--- config.mk ---
export PLATFORM = sky130hd
export DESIGN_NAME = cpu_dmem_arbiter
export DESIGN_NICKNAME = d
export VERILOG_FILES = /design/src/rtl/cpu_dmem_arbiter.sv
export SDC_FILE = /design/constraint.sdc
export NUM_CORES = 1
export LEC_CHECK = 0
export ABC_AREA = 1
export CAP_MARGIN = 15
export CORE_MARGIN = 2
export CORE_UTILIZATION = 42
export DETAILED_ROUTE_END_ITERATION = 10
export GPL_TIMING_DRIVEN = 0
export PLACE_DENSITY = 0.9
export SYNTH_ARGS = -nofsm -noshare
export SYNTH_HDL_FRONTEND = slang
export SYNTH_SLANG_ARGS = --single-unit
--- constraint.sdc ---
create_clock -name clk_i -period 3.66 [get_ports clk_i]
set_input_delay 0.732 -clock clk_i [delete_from_list [all_inputs] [get_ports clk_i]]
set_output_delay 0.732 -clock clk_i [all_outputs]
set_load 0.05 [all_outputs]
--- src/rtl/cpu_dmem_arbiter.sv ---
// ---------------------------------------------------------------------------
// cpu_dmem_arbiter
// Two-port arbiter/sequencer for the shared 16-bit Wishbone data-memory bus.
//   Port 0: execute-stage stores (including both halves of split .l stores).
//   Port 1: memory-stage loads (wins ties; it holds the older instruction).
// A locked beat keeps the bus in HOLD so the second half of a 32-bit access
// cannot be interleaved with the other port. A watchdog aborts slaves that
// never acknowledge.
// ---------------------------------------------------------------------------
module cpu_dmem_arbiter #(
  parameter int TIMEOUT = 16
) (
  input  logic        clk_i,
  input  logic        rst_i,

  // Port 0: execute-stage stores
  input  logic        m0_cyc_i,
  input  logic        m0_stb_i,
  input  logic        m0_we_i,
  input  logic [1:0]  m0_sel_i,
  input  logic [31:0] m0_adr_i,
  input  logic [15:0] m0_dat_i,
  input  logic        m0_lock_i,
  output logic        m0_ack_o,
  output logic        m0_err_o,
  output logic [15:0] m0_dat_o,

  // Port 1: memory-stage loads
  input  logic        m1_cyc_i,
  input  logic        m1_stb_i,
  input  logic        m1_we_i,
  input  logic [1:0]  m1_sel_i,
  input  logic [31:0] m1_adr_i,
  input  logic [15:0] m1_dat_i,
  input  logic        m1_lock_i,
  output logic        m1_ack_o,
  output logic        m1_err_o,
  output logic [15:0] m1_dat_o,

  // Shared Wishbone master
  output logic        wb_cyc_o,
  output logic        wb_stb_o,
  output logic        wb_we_o,
  output logic [1:0]  wb_sel_o,
  output logic [31:0] wb_adr_o,
  output logic [15:0] wb_dat_o,
  input  logic [15:0] wb_dat_i,
  input  logic        wb_ack_i,

  // Pipeline stall
  output logic        stall_o
);

  typedef enum logic [1:0] {
    ST_IDLE = 2'b00,
    ST_BUSY = 2'b01,
    ST_HOLD = 2'b10
  } state_t;

  // Last watchdog count value tolerated without an ack.
  localparam logic [7:0] LP_WDOG_LAST = 8'(TIMEOUT - 1);

  // -------------------------------------------------------------------------
  // State and registered outputs
  // -------------------------------------------------------------------------
  state_t      r_state;
  logic        r_owner;
  logic        r_granted;
  logic [7:0]  r_wdog;

  logic        r_wb_cyc;
  logic        r_wb_stb;
  logic        r_wb_we;
  logic [1:0]  r_wb_sel;
  logic [31:0] r_wb_adr;
  logic [15:0] r_wb_dat;

  logic        r_m0_err;
  logic        r_m1_err;

  // -------------------------------------------------------------------------
  // Request decode and port selection
  // -------------------------------------------------------------------------
  logic        w_req0;
  logic        w_req1;
  logic        w_busy;
  logic        w_pick;        // port whose request fields are looked at
  logic        w_pick_cyc;
  logic        w_pick_stb;
  logic        w_pick_we;
  logic [1:0]  w_pick_sel;
  logic [31:0] w_pick_adr;
  logic [15:0] w_pick_dat;
  logic        w_pick_lock;
  logic        w_any_req;
  logic        w_wdog_expired;

  assign w_req0         = m0_cyc_i & m0_stb_i;
  assign w_req1         = m1_cyc_i & m1_stb_i;
  assign w_any_req      = w_req0 | w_req1;
  assign w_busy         = (r_state == ST_BUSY);
  assign w_wdog_expired = (r_wdog == LP_WDOG_LAST);

  // In IDLE the arbitration winner is selected (port 1 on a tie);
  // otherwise the current owner's request fields are selected.
  always_comb begin
    w_pick = r_owner;
    if (r_state == ST_IDLE) begin
      w_pick = w_req1;
    end else begin
      w_pick = r_owner;
    end
  end

  // Mux the selected port's request fields.
  always_comb begin
    w_pick_cyc  = 1'b0;
    w_pick_stb  = 1'b0;
    w_pick_we   = 1'b0;
    w_pick_sel  = 2'b00;
    w_pick_adr  = 32'h0000_0000;
    w_pick_dat  = 16'h0000;
    w_pick_lock = 1'b0;
    if (w_pick) begin
      w_pick_cyc  = m1_cyc_i;
      w_pick_stb  = m1_stb_i;
      w_pick_we   = m1_we_i;
      w_pick_sel  = m1_sel_i;
      w_pick_adr  = m1_adr_i;
      w_pick_dat  = m1_dat_i;
      w_pick_lock = m1_lock_i;
    end else begin
      w_pick_cyc  = m0_cyc_i;
      w_pick_stb  = m0_stb_i;
      w_pick_we   = m0_we_i;
      w_pick_sel  = m0_sel_i;
      w_pick_adr  = m0_adr_i;
      w_pick_dat  = m0_dat_i;
      w_pick_lock = m0_lock_i;
    end
  end

  // -------------------------------------------------------------------------
  // Sequencer: arbitration, beat latching, lock hold, watchdog abort
  // -------------------------------------------------------------------------
  // Single FSM block owning all state and every registered bus output.
  always_ff @(posedge clk_i or posedge rst_i) begin
    if (rst_i) begin
      r_state   <= ST_IDLE;
      r_owner   <= 1'b0;
      r_granted <= 1'b0;
      r_wdog    <= 8'd0;
      r_wb_cyc  <= 1'b0;
      r_wb_stb  <= 1'b0;
      r_wb_we   <= 1'b0;
      r_wb_sel  <= 2'b00;
      r_wb_adr  <= 32'h0000_0000;
      r_wb_dat  <= 16'h0000;
      r_m0_err  <= 1'b0;
      r_m1_err  <= 1'b0;
    end else begin
      // Error flags are single-cycle pulses.
      r_m0_err <= 1'b0;
      r_m1_err <= 1'b0;

      case (r_state)
        ST_IDLE: begin
          if (w_any_req) begin
            r_owner   <= w_req1;
            r_granted <= 1'b1;
            r_wdog    <= 8'd0;
            r_wb_cyc  <= 1'b1;
            r_wb_stb  <= 1'b1;
            r_wb_we   <= w_pick_we;
            r_wb_sel  <= w_pick_sel;
            r_wb_adr  <= w_pick_adr;
            r_wb_dat  <= w_pick_dat;
            r_state   <= ST_BUSY;
          end else begin
            r_granted <= 1'b0;
            r_wb_cyc  <= 1'b0;
            r_wb_stb  <= 1'b0;
            r_state   <= ST_IDLE;
          end
        end

        ST_BUSY: begin
          if (wb_ack_i) begin
            // Ack beats the watchdog when both land in the same cycle.
            if (w_pick_lock) begin
              r_wb_stb <= 1'b0;
              r_state  <= ST_HOLD;
            end else begin
              r_wb_cyc  <= 1'b0;
              r_wb_stb  <= 1'b0;
              r_granted <= 1'b0;
              r_state   <= ST_IDLE;
            end
          end else if (w_wdog_expired) begin
            if (r_owner) begin
              r_m1_err <= 1'b1;
            end else begin
              r_m0_err <= 1'b1;
            end
            r_wb_cyc  <= 1'b0;
            r_wb_stb  <= 1'b0;
            r_granted <= 1'b0;
            r_state   <= ST_IDLE;
          end else begin
            r_wdog  <= r_wdog + 8'd1;
            r_state <= ST_BUSY;
          end
        end

        ST_HOLD: begin
          if (w_pick_cyc && w_pick_stb) begin
            // Second half of a locked access: new beat, same owner.
            r_wdog   <= 8'd0;
            r_wb_stb <= 1'b1;
            r_wb_we  <= w_pick_we;
            r_wb_sel <= w_pick_sel;
            r_wb_adr <= w_pick_adr;
            r_wb_dat <= w_pick_dat;
            r_state  <= ST_BUSY;
          end else if (!w_pick_cyc) begin
            r_wb_cyc  <= 1'b0;
            r_wb_stb  <= 1'b0;
            r_granted <= 1'b0;
            r_state   <= ST_IDLE;
          end else begin
            r_state <= ST_HOLD;
          end
        end

        default: begin
          r_wb_cyc  <= 1'b0;
          r_wb_stb  <= 1'b0;
          r_granted <= 1'b0;
          r_state   <= ST_IDLE;
        end
      endcase
    end
  end

  // -------------------------------------------------------------------------
  // Outputs
  // -------------------------------------------------------------------------
  assign wb_cyc_o = r_wb_cyc;
  assign wb_stb_o = r_wb_stb;
  assign wb_we_o  = r_wb_we;
  assign wb_sel_o = r_wb_sel;
  assign wb_adr_o = r_wb_adr;
  assign wb_dat_o = r_wb_dat;
  assign m0_err_o = r_m0_err;
  assign m1_err_o = r_m1_err;

  // Read data is shared; each consumer qualifies it with its own ack.
  assign m0_dat_o = wb_dat_i;
  assign m1_dat_o = wb_dat_i;

  // Acks pass through combinationally, only to the granted owner in BUSY.
  assign m0_ack_o = wb_ack_i & r_granted & ~r_owner & w_busy;
  assign m1_ack_o = wb_ack_i & r_granted &  r_owner & w_busy;

  // Stall while any requester has a beat that is not completing this cycle.
  assign stall_o = (w_req0 & ~(w_busy & ~r_owner & wb_ack_i)) |
                   (w_req1 & ~(w_busy &  r_owner & wb_ack_i));

endmodule

==> out/results.tsv <==
metric	value	unit
status	finished clean	
netlist_area	3800	um^2
dpl-instance-area	5960	um^2
use_met1	0.258	
drc	0	
finalSetupViolations	0	
syn_to_final_growth	61.6	%
io_buffers	200	
final_core_util	0.702	
fin_crit_sh	0.878	
irDropWorstVdd	452	uV
busiest_layer	met2	
syn_nets	678	
die_x	99.2	um
antenna_left	0	
clock_latency	0.33	ns
holdPathStages	2	
final_cell_mix	nand2_1 (304), clkdlybuf4s50_1 (200), nand3_1 (66), dfrtp_1 (66), buf_4 (32)	
synth_warnings	0	
power.density	809	nW/um^2
layout_commonest_cell	nand2_1	
drv_slew	0	
antenna_cells	0	
r2r-end	wb_adr_o[10]	
p_leak	3.15	nW
grt_start_max_net_pins	35	
fin_worst_skew	0.00941	ns
synth.distinct_cells	26	
avgSynthCellArea	6.92	um^2
postSynthCellCount	550	
met3_usage	0.0710	
cp_data_arrival_time	2.48	ns
grt_use_total	0.235	
htreeDepth	3	
synth-seq-cells	66	
via_per_inst	4.77	
ys_async_sr_fraction	1.00	
drive_above_1_share	0.0927	
num_rows	34	
r2r_start	r_state[0]	
dp_cells	859	
ys.flop_type	dfrtp_1	
worstPathRequired	2.93	ns
synth_edf_count	0	
cp_max_fo	4	
fin_tns_setup	0	ns
path_clk_slew	0.07	ns
start_util	0.434	
min_path_type	flip-flop to flip-flop	
gp_congestion	0.881	
clock_path_buffers	2	
slew_headroom	0.509	
hold_buffers	0	
worstSetupEndpointType	output pin	
critPathKind	input port to output pin	
drt_iter0_drc	154	
io_pins	217	
final_area	6150	um^2
cts_resized	0	
routedWlPerCell	13.2	um
min_to	wb_stb_o	
cts_sinks	66	
met2_usage	0.417	
root_buffer	clkbuf_8	
drtPass1Iterations	4	
antenna_found_initial	0	
dp_hpwl	9060	um
maxCapViolations	0	
die-area	9840	um^2
die_y	99.2	um
finalHoldViolations	0	
worstMarginPinSlew	0.736	ns
period_needed	3.22	ns
grt_pass1_vias	4199	
nets	890	
r2r_cells	8	
n_fill_cell	670	
num_vias	4173	
clock.fmax	311	MHz
rsz0062_at_grt	no	
hold-worst-slack	0.491	ns
routed_wl	11500	um
yosysSeqAreaShare	0.434	
grt_pass1_wl	18700	um
cts_tree	built	
cts_setup_buffers	0	
final_cells	874	
core_region_area	8760	um^2
gr-total-overflow	0	
hold_start	wb_stb_o	
cts_made_buffers	9	
cp-start-kind	input port	
rrSetupSlack	1.87	ns
## cell families (layout without fill, tap and decap cells)
logic type,Yosys count,after routing,share of synthesized area
XOR/XNOR,1,1,0.00230
flip-flops,66,66,0.434
buffers and inverters,78,294,0.120
adder cells (fa/ha/maj),1,1,0.00329
AO/OA/AOI/OAI,7,7,0.0108
AND/OR/NAND/NOR,397,397,0.429
## routing by layer
metal	vias up	routed length, um
met3	23	1060
met1	1869	4280
met4	0	256
met2	189	5910
met5	-	0
li1	2092	-
## per-stage QoR
step | total power (W) | setup WS (ns)
global route | 0.00532 | 0.342
finish | 0.00498 | 0.445
CTS | 0.00501 | 0.448
floorplan | 0.00334 | 0.910
global placement | 0.00432 | 0.258
detailed placement | 0.00441 | 0.465
## worst max-delay path by stage
stage / startpoint / to / slack [ns] / cells after the start
4_1_cts: wb_ack_i / m1_ack_o / 0.45 / 6
2_1_floorplan: wb_ack_i / m0_ack_o / 0.91 / 4
5_1_grt: wb_ack_i / m1_ack_o / 0.34 / 6
3_5_place_dp: wb_ack_i / m1_ack_o / 0.46 / 6
3_3_place_gp: rst_i / wb_dat_o[12] / 0.26 / 2
6_report: wb_ack_i / m1_ack_o / 0.44 / 6
## Yosys cell counts (2+ instances only)
library cell,count,area (um^2)
nand2_1,304,1140
dfrtp_1,66,1650
nand3_1,66,330
buf_4,32,240
inv_1,17,63.8
clkbuf_1,14,52.6
nor2_1,10,37.5
buf_2,6,30.0
buf_6,5,56.3
nor3_1,5,25.0
inv_2,4,15.0
o21ai_0,3,15.0
or2_2,3,18.8
nand2_2,2,12.5
nand2_4,2,22.5
## final cells by class
cell class | instances | area, um^2 | share of cell area
timing repair buffer | 201 | 2020 | 0.329
multi-input combinational | 406 | 1700 | 0.276
sequential | 66 | 1650 | 0.269
buffer | 57 | 379 | 0.0617
clock buffer | 13 | 149 | 0.0242
tap | 108 | 135 | 0.0220
inverter | 21 | 78.8 | 0.0128
clock inverter | 2 | 37.5 | 0.00611
## critical path, stage by stage
cell             delay, ns
clkdlybuf4s50_1       0.45
inv_1                 0.07
nor2_1                0.16
inv_1                 0.10
nor3_1                0.13
clkdlybuf4s50_1       0.84
## sequential cells by signal, indices dropped and copies added (netlist names)
signal    flops
m0_err_o      1
m1_err_o      1
r_owner       1
r_state       2
r_wdog        8
wb_adr_o     32
wb_cyc_o      1
wb_dat_o     16
wb_sel_o      2
wb_stb_o      1
wb_we_o       1
## where the power goes
group	total (W)	switching, W	internal (W)
sequential	0.00120	0.000180	0.00102
clock	0.000593	0.000262	0.000331
combinational	0.00318	0.00213	0.00105
total	0.00498	0.00257	0.00240
(Power assumes the default switching activity.)
